[src/rtl/wb_bridge_nway.sv]
`default_nettype none
// +--------------------------------------------------------------------------+
// | Module   : wb_bridge_nway                                                |
// | Purpose  : Wishbone classic 1-to-N bridge. One upstream slave port is    |
// |            decoded by a base-address match plus a port-index field and   |
// |            forwarded to one of NUM_PORTS downstream master ports. One    |
// |            transfer is outstanding at a time. Out-of-range port indices  |
// |            (and, optionally, downstream timeouts) are answered locally   |
// |            with 32'hDEAD_BEEF and a one-cycle err_o pulse.               |
// | Ports    : wb_clk_i / wb_rst_ni     clock, async active-low reset        |
// |            wbs_*                    upstream request / response          |
// |            wbm_stb_o / wbm_cyc_o    per-port strobe/cycle (one-hot or 0) |
// |            wbm_we/sel/dat/adr_o     shared downstream request fields     |
// |            wbm_ack_i / wbm_dat_i    per-port response (port k: [32k+:32])|
// |            err_o                    error-terminated transfer pulse      |
// |            vccd1 / vssd1            power pins (USE_POWER_PINS only)     |
// | Options  : WB_BRIDGE_TIMEOUT_EN  enables the downstream wait timeout     |
// | Revision : 1.0  initial release                                          |
// +--------------------------------------------------------------------------+
module wb_bridge_nway #(
  parameter int          NUM_PORTS       = 4,
  parameter int          PORT_ADDR_WIDTH = 10,
  parameter int          SEL_LSB         = 16,
  parameter logic [31:0] BASE_ADDR       = 32'h3000_0000,
  parameter int          TIMEOUT_CYCLES  = 64
) (
`ifdef USE_POWER_PINS
  inout  wire                          vccd1,
  inout  wire                          vssd1,
`endif
  input  logic                         wb_clk_i,
  input  logic                         wb_rst_ni,
  input  logic                         wbs_stb_i,
  input  logic                         wbs_cyc_i,
  input  logic                         wbs_we_i,
  input  logic [3:0]                   wbs_sel_i,
  input  logic [31:0]                  wbs_dat_i,
  input  logic [31:0]                  wbs_adr_i,
  output logic                         wbs_ack_o,
  output logic [31:0]                  wbs_dat_o,
  output logic [NUM_PORTS-1:0]         wbm_stb_o,
  output logic [NUM_PORTS-1:0]         wbm_cyc_o,
  output logic                         wbm_we_o,
  output logic [3:0]                   wbm_sel_o,
  output logic [31:0]                  wbm_dat_o,
  output logic [PORT_ADDR_WIDTH-1:0]   wbm_adr_o,
  input  logic [NUM_PORTS-1:0]         wbm_ack_i,
  input  logic [32*NUM_PORTS-1:0]      wbm_dat_i,
  output logic                         err_o
);

  localparam int                c_SELW     = $clog2(NUM_PORTS);
  localparam int                c_BASE_LSB = SEL_LSB + c_SELW;
  localparam logic [c_SELW:0]   c_NPORTS   = (c_SELW + 1)'(NUM_PORTS);
  localparam logic [31:0]       c_ERR_DATA = 32'hDEAD_BEEF;

  typedef enum logic [1:0] {
    S_IDLE = 2'd0,
    S_FWD  = 2'd1,
    S_RESP = 2'd2
  } state_t;

  state_t                       r_state;
  state_t                       w_state_nxt;

  logic                         r_rst_n;
  logic                         r_ack;
  logic                         r_err;
  logic                         r_resp_err;
  logic [31:0]                  r_rdat;
  logic [NUM_PORTS-1:0]         r_strobe;
  logic                         r_we;
  logic [3:0]                   r_sel;
  logic [31:0]                  r_wdat;
  logic [PORT_ADDR_WIDTH-1:0]   r_adr;
  logic [c_SELW-1:0]            r_idx;

  logic                         w_req;
  logic [c_SELW-1:0]            w_idx;
  logic                         w_idx_ok;
  logic [NUM_PORTS-1:0]         w_onehot;
  logic                         w_sel_ack;
  logic [31:0]                  w_sel_dat;
  logic                         w_accept;
  logic                         w_bad;
  logic                         w_done;
  logic                         w_abort;
  logic                         w_tmo;

  // Only part of the upstream address is decoded.
  wire w_unused_ok = &{1'b0, wbs_adr_i};

  // Reset asserts asynchronously and releases on a clock edge, so the first
  // request can be sampled on the second edge after wb_rst_ni rises.
  always_ff @(posedge wb_clk_i or negedge wb_rst_ni) begin
    if (!wb_rst_ni) r_rst_n <= 1'b0;
    else            r_rst_n <= 1'b1;
  end

  // The registered ack blocks re-sampling the same upstream request in the
  // cycle the master is still holding stb while it observes the ack.
  assign w_req    = wbs_stb_i & wbs_cyc_i & ~r_ack &
                    (wbs_adr_i[31:c_BASE_LSB] == BASE_ADDR[31:c_BASE_LSB]);
  assign w_idx    = wbs_adr_i[SEL_LSB +: c_SELW];
  assign w_idx_ok = ({1'b0, w_idx} < c_NPORTS);

  always_comb begin
    w_onehot  = '0;
    w_sel_ack = 1'b0;
    w_sel_dat = '0;
    for (int k = 0; k < NUM_PORTS; k++) begin
      w_onehot[k] = (w_idx == c_SELW'(k));
      if (r_idx == c_SELW'(k)) begin
        w_sel_ack = wbm_ack_i[k];
        w_sel_dat = wbm_dat_i[32*k +: 32];
      end
    end
  end

`ifdef WB_BRIDGE_TIMEOUT_EN
  localparam logic [9:0] c_TMO_LAST = 10'(TIMEOUT_CYCLES - 1);
  logic [9:0]            r_tmo_cnt;

  // Counts FWD cycles; value k means this is the (k+1)-th FWD cycle.
  always_ff @(posedge wb_clk_i or negedge r_rst_n) begin
    if (!r_rst_n)                r_tmo_cnt <= '0;
    else if (w_accept)           r_tmo_cnt <= '0;
    else if (r_state == S_FWD)   r_tmo_cnt <= r_tmo_cnt + 10'd1;
  end
`endif

  always_ff @(posedge wb_clk_i or negedge r_rst_n) begin
    if (!r_rst_n) r_state <= S_IDLE;
    else          r_state <= w_state_nxt;
  end

  always_comb begin
    w_state_nxt = r_state;
    w_accept    = 1'b0;
    w_bad       = 1'b0;
    w_done      = 1'b0;
    w_abort     = 1'b0;
    w_tmo       = 1'b0;
    case (r_state)
      S_IDLE: begin
        if (w_req) begin
          w_accept = 1'b1;
          if (w_idx_ok) begin
            w_state_nxt = S_FWD;
          end else begin
            w_bad       = 1'b1;
            w_state_nxt = S_RESP;
          end
        end
      end
      S_FWD: begin
        // An upstream abort wins over a same-cycle downstream ack.
        if (!wbs_cyc_i) begin
          w_abort     = 1'b1;
          w_state_nxt = S_IDLE;
        end else if (w_sel_ack) begin
          w_done      = 1'b1;
          w_state_nxt = S_RESP;
        end
`ifdef WB_BRIDGE_TIMEOUT_EN
        else if (r_tmo_cnt == c_TMO_LAST) begin
          w_tmo       = 1'b1;
          w_state_nxt = S_RESP;
        end
`endif
      end
      S_RESP:  w_state_nxt = S_IDLE;
      default: w_state_nxt = S_IDLE;
    endcase
  end

  always_ff @(posedge wb_clk_i or negedge r_rst_n) begin
    if (!r_rst_n) begin
      r_ack      <= 1'b0;
      r_err      <= 1'b0;
      r_resp_err <= 1'b0;
      r_rdat     <= '0;
      r_strobe   <= '0;
      r_we       <= 1'b0;
      r_sel      <= '0;
      r_wdat     <= '0;
      r_adr      <= '0;
      r_idx      <= '0;
    end else begin
      r_ack <= (r_state == S_RESP);
      r_err <= (r_state == S_RESP) & r_resp_err;

      if (w_accept) begin
        r_we       <= wbs_we_i;
        r_sel      <= wbs_sel_i;
        r_wdat     <= wbs_dat_i;
        r_adr      <= wbs_adr_i[PORT_ADDR_WIDTH-1:0];
        r_idx      <= w_idx;
        r_resp_err <= w_bad;
        if (w_bad) r_rdat   <= c_ERR_DATA;
        else       r_strobe <= w_onehot;
      end

      if (w_done | w_abort | w_tmo) r_strobe <= '0;

      if (w_done) r_rdat <= r_we ? 32'd0 : w_sel_dat;

      if (w_tmo) begin
        r_rdat     <= c_ERR_DATA;
        r_resp_err <= 1'b1;
      end
    end
  end

  assign wbs_ack_o = r_ack;
  assign wbs_dat_o = r_rdat;
  assign wbm_stb_o = r_strobe;
  assign wbm_cyc_o = r_strobe;
  assign wbm_we_o  = r_we;
  assign wbm_sel_o = r_sel;
  assign wbm_dat_o = r_wdat;
  assign wbm_adr_o = r_adr;
  assign err_o     = r_err;

endmodule
`default_nettype wire

[config.mk]
export PLATFORM = sky130hd
export DESIGN_NAME = wb_bridge_nway
export DESIGN_NICKNAME = d
export VERILOG_FILES = /design/src/rtl/wb_bridge_nway.sv
export SDC_FILE = /design/constraint.sdc
export NUM_CORES = 1
export LEC_CHECK = 0
export CELL_PAD_IN_SITES_DETAIL_PLACEMENT = 0
export CELL_PAD_IN_SITES_GLOBAL_PLACEMENT = 1
export CORE_AREA = 2 2 114 116
export DETAILED_ROUTE_END_ITERATION = 8
export DIE_AREA = 0 0 116 118
export DONT_BUFFER_PORTS = 1
export HOLD_SLACK_MARGIN = 0.05
export PLACE_DENSITY_LB_ADDON = 0.12
export RECOVER_POWER = 50
export SYNTH_ARGS = -nofsm -noshare
export SYNTH_HDL_FRONTEND = slang
export SYNTH_SLANG_ARGS = --single-unit
[constraint.sdc]
create_clock -name wb_clk_i -period 4.1 [get_ports wb_clk_i]
set_input_delay 1.23 -clock wb_clk_i [delete_from_list [all_inputs] [get_ports wb_clk_i]]
set_output_delay 1.23 -clock wb_clk_i [all_outputs]
set_load 0.1 [all_outputs]
# --- Word level (Yosys, flattened, before mapping) ---
# Cells that the tools add are included.
totals:
  register_bits: 89
  in_bits: 205
  out_inout_bits: 89
  word_cells: 54
classes:
  n_eq_ne: 11
  n_mux: 23
  bitwise_logic: 5
  n_reduce_logical: 5
op_table:
  columns: ["cell", "count"]
  rows:
  - ["2-to-1 mux 32 bit", 6]
  - ["== test 14 x 12 -> 1 bit, second input constant", 1]
  - ["2-to-1 mux 1 bit", 11]
  - ["== test 2 bit, second input constant", 5]
  - ["2-to-1 mux 4 bit", 2]
  - ["== test 2 x 1 -> 1 bit, second input constant", 3]
  - ["logical NOT 2 bit", 3]
  - ["2-to-1 mux 2 bit", 3]
  - ["case mux 2 bit (2 select lines)", 1]
  - ["bitwise AND 1 bit", 3]
  - ["inequality test 3 bit, second input constant", 1]
  - ["inequality test 2 bit, second input constant", 1]
  - ["AND reduction 2 bit", 1]
  - ["nonzero test 2 bit", 1]
  - ["inverter 1 bit", 1]
  - ["bitwise OR 1 bit", 1]

# --- Longest topological paths before layout ---
logic_depth:
  word_depth: 10
  mapped_depth: 7
  mapped_depth_nobuf: 4

# --- Worst setup path before layout ---
# OpenSTA, ideal clock, no wires.
synth_path:
  path_type: "input-to-reg"
  from: "in wbs_adr_i[24]"
  to: "reg r_wdat[26], in the netlist wbm_dat_o[26]"
  setup_ns: 0.125
  arrival_time_ns: 2.462
  required_time_ns: 3.975
  setup_slack_ns: 1.513
  path_stages: 5
  path_buffers: 1
  cell_sequence: "nor4b_1 > nand3_1 > nor2_2 > buf_4 > mux2_2"
synth_between:
  elab_chain_cells: 4
synth_rtl:
  columns: ["element", "line_no", "rtl"]
  rows:
  - ["from (decl)", "38", "input logic [31:0] wbs_adr_i,"]
  - ["== test 14 x 12 -> 1 bit", "103", "(wbs_adr_i[31:c_BASE_LSB] == BASE_ADDR[31:c_BASE_LSB]);"]
  - ["bitwise AND 1 bit", "102", "assign w_req = wbs_stb_i & wbs_cyc_i & ~r_ack &"]
  - ["2-to-1 mux 1 bit", "146", "if (w_req) begin"]
  - ["2-to-1 mux 1 bit", "144", "case (r_state)"]
  - ["to (signal assigned)", "196", "r_wdat <= wbs_dat_i;"]
  - ["to (decl)", "74", "logic [31:0] r_wdat;"]
# No other way between the ends.
# A chain may end at the register's enable or synchronous reset.

# --- Final worst setup path ---
layout_path:
  from: "reg r_ack, in the netlist wbs_ack_o"
  to: "reg r_wdat[15], in the netlist wbm_dat_o[15]"
layout_between:
  elab_chain_cells: 5
layout_rtl:
  columns: ["element", "line_no", "rtl"]
  rows:
  - ["from (decl)", "67", "logic r_ack;"]
  - ["from (signal assigned)", "190", "r_ack <= (r_state == S_RESP);"]
  - ["inverter 1 bit", "102", null]
  - ["bitwise AND 1 bit (2 in a row)", "102", null]
  - ["2-to-1 mux 1 bit", "146", null]
  - ["2-to-1 mux 1 bit", "144", null]
# No other way between the ends.

==> flow_metrics.env <==
export IMPL_setup_tns_final_ps=0
export IMPL_synth_seq_area_share_pct=48.5
export IMPL_vias=2434
export IMPL_fin_crit_ps=2670
export IMPL_finalSetupViolations=0
export IMPL_comb_power_share_pct=2.9
export IMPL_grt_total_usage_pct=13.9
export IMPL_cts_buffers=9
export IMPL_ctsHtreeMaxLevel=3
export IMPL_hold_class="reg -> async"
export IMPL_instances_no_fill=462
export IMPL_p_int_mw=1.38
export IMPL_viasPerCell=5.27
export IMPL_endpoint="wbm_dat_o[15]"
export IMPL_antenna_found_initial=0
export IMPL_drive_above_1_share_pct=44.8
export IMPL_p_per_area_nw_per_um2=352
export IMPL_finalCritPeriodShare_pct=65.1
export IMPL_cpPeakStageDelay_ps=770
export IMPL_worst_slew_pin_slew_ps=1070
export IMPL_insertion_delay_ps=330
export IMPL_cts_root_buf="clkbuf_16"
export IMPL_synth_xor_area_share_pct=0
export IMPL_utilization_pct=39.7
export IMPL_drc=0
export IMPL_nets=490
export IMPL_postRouteAntennaNets=0
export IMPL_clk_pin_slew_worst_paths_ps=60
export IMPL_die_x_um=116
export IMPL_finish_instance_area_um2=4930
export IMPL_ir_drop_mv=0.154
export IMPL_fin_ws_ps=1430
export IMPL_grt_pass1_vias=2549
export IMPL_diodes=0
export IMPL_io_pins=294
export IMPL_synth_compound_area_share_pct=0.708
export IMPL_maxSlewViolCount=0
export IMPL_yosysWarnings=0
export IMPL_rr_worst_depth=5
export IMPL_synthDistinctLibCells=27
export IMPL_syn_nets=499
export IMPL_drt_iter0_markers=74
export IMPL_max_freq_ghz=0.375
export IMPL_worst_path_max_delay_cell="dfrtp_1"
export IMPL_dpl_hpwl_mm=7.47
export IMPL_layout_commonest_cell="dfrtp_1"
export IMPL_num_rows=41
export IMPL_finalHoldViolations=0
export IMPL_pwr_share_clk_pct=45.6
export IMPL_cts_resized=0
export IMPL_grt_pass1_wl_mm=14.5
export IMPL_power_switching_mw=0.357
export IMPL_dieArea_um2=13700
export IMPL_critPathLaunch="wbs_ack_o"
export IMPL_switching_share_pct=20.5
export IMPL_area_delta_synth_final_pct=7.32
export IMPL_seq_power_share_pct=51.5
export IMPL_skew_ps=6.02
export IMPL_routedWlPerCell_um=21.0
export IMPL_firstDrtPassIters=4
export IMPL_synthMuxAreaShare_pct=39.4
export IMPL_syn_cell_area_um2=4600
export IMPL_synth_top_cells_by_area="dfrtp_1 (48%), mux4_2 (16%), mux2_2 (13%), mux2_4 (10%), nor2b_1 (4.8%)"
export IMPL_routabilityCongestion=0.722
export IMPL_timing_rr_end="wbm_dat_o[15]"
export IMPL_worstPathRequired_ps=4310
export IMPL_netlist_instances=294
export IMPL_synth_top_cell_by_area="dfrtp_1"
export IMPL_post_cts_buffers=0
export IMPL_crit_type="reg -> reg"
export IMPL_cts_hold_buf=0
export IMPL_power_leakage_nw=2.26
export IMPL_final_cell_mix="dfrtp_1 (82), mux2_2 (52), nor2b_1 (35)"
export IMPL_wirelength_mm=9.72
export IMPL_pre_cts_ws_ps=1050
export IMPL_status="completed"
export IMPL_rsz0062_at_grt="false"
export IMPL_path_cells="nor4_1, nand2_1, nor2_4, buf_12, mux2_2"
export IMPL_synthAdderAreaFrac_pct=0
export IMPL_synth_top_cell_area_share_pct=48.5
export IMPL_cts_tree="yes"
export IMPL_portBuffers=0
export IMPL_start_util_pct=37.0
export IMPL_cp_arrival_ps=2880
export IMPL_synth_top_family_by_area="multiplexers"
export IMPL_yosys_area_share_simple_pct=7.05
export IMPL_finalPower_mw=1.74
export IMPL_worstSetupEndpointType="register"
export IMPL_cap_violations=0
export IMPL_relSlewSlack_pct=28.4
export IMPL_path_max_fanout=40
export IMPL_coreArea_um2=12400
export IMPL_placed_area_um2=4700
export IMPL_grt_max_degree=70
export IMPL_fp_dieH_um=118
export IMPL_whs_ps=439
export IMPL_rrSetupSlack_ps=1430
export IMPL_ys_ff_latch=89
export IMPL_post_place_cells=446
export IMPL_clock_path_buffers=2
export IMPL_cts_sinks=89
export IMPL_syn_mean_instance_area_um2=15.6
export IMPL_cp_start_kind="register"
export IMPL_rr_startpoint="wbs_ack_o"
export IMPL_grt_overflow=0
-- critical path, delay by kind of cell, from the launching register on --
family / cells / cell delay (ps)
buf+inv: 1 / 280
flops: 1 / 770
simple gates: 3 / 1090
mux: 1 / 370
-- power groups by stage --
stage               Clock [mW]  Combinational, mW  Sequential [mW]
floorplan                    0             0.0454            0.911
global placement             0             0.0533            0.913
detailed placement           0             0.0535            0.913
CTS                      0.826             0.0536            0.896
global route             0.871             0.0560            0.897
finish                   0.792             0.0509            0.895
-- logic make-up after synthesis --
group,after synthesis
and+or+nand+nor,54
other,2
AOI/OAI and AO/OA,4
buffers and inverters,26
muxes,119
DFF,89
-- cell type report --
type	instances	area, µm²
clock inverters	6	58.8
multi-input cells	179	2130
fillers	1188	7480
repair buffers	5	58.8
inverters	1	3.75
clock buffers	10	229
flip-flops and latches	89	2240
well taps	172	215
-- per-layer routing --
metal | GRT usage (%) | part of all wire, % | vias up
met5 | 0 | 0 | -
met4 | 5.13 | 1.6 | 0
met3 | 4.89 | 10 | 11
met2 | 23.0 | 51 | 165
met1 | 16.6 | 37 | 1208
li1 | - | - | 1050
-- synth_stat cells (all sizes together) --
cell type  number
buf            19
o221ai          1
mux2           83
mux4           32
nand3           1
o31ai           1
conb            2
nand2b          3
nor4            2
nor4bb          1
nand2           7
or2             1
nor3b           1
o21bai          1
dfrtp          89
mux2i           4
nor2            2
clkbuf          6
nor4b           1
a31o            1
inv             1
nor2b          35
-- sequential cells by signal, indices dropped and copies added (netlist names) --
| name | flops |
|---|---|
| wbm_sel_o | 4 |
| wbm_dat_o | 32 |
| wbm_we_o | 1 |
| wbm_cyc_o | 4 |
| r_state | 2 |
| wbs_ack_o | 1 |
| r_rst_n | 1 |
| r_idx | 2 |
| wbm_adr_o | 10 |
| wbs_dat_o | 32 |
-- how the worst min path moves through the flow --
stage	from	endpoint	slack, ps	cells after the start
after global placement	r_state[0]	wbs_ack_o	480	1
final	r_rst_n	wbs_dat_o[4]	440	0
after floorplan	r_state[0]	wbs_ack_o	420	1
after detailed placement	r_state[0]	wbs_ack_o	480	1
after CTS	r_state[0]	wbs_ack_o	490	1
after global routing	r_state[0]	wbs_ack_o	510	1
(Power assumes the default switching activity.)
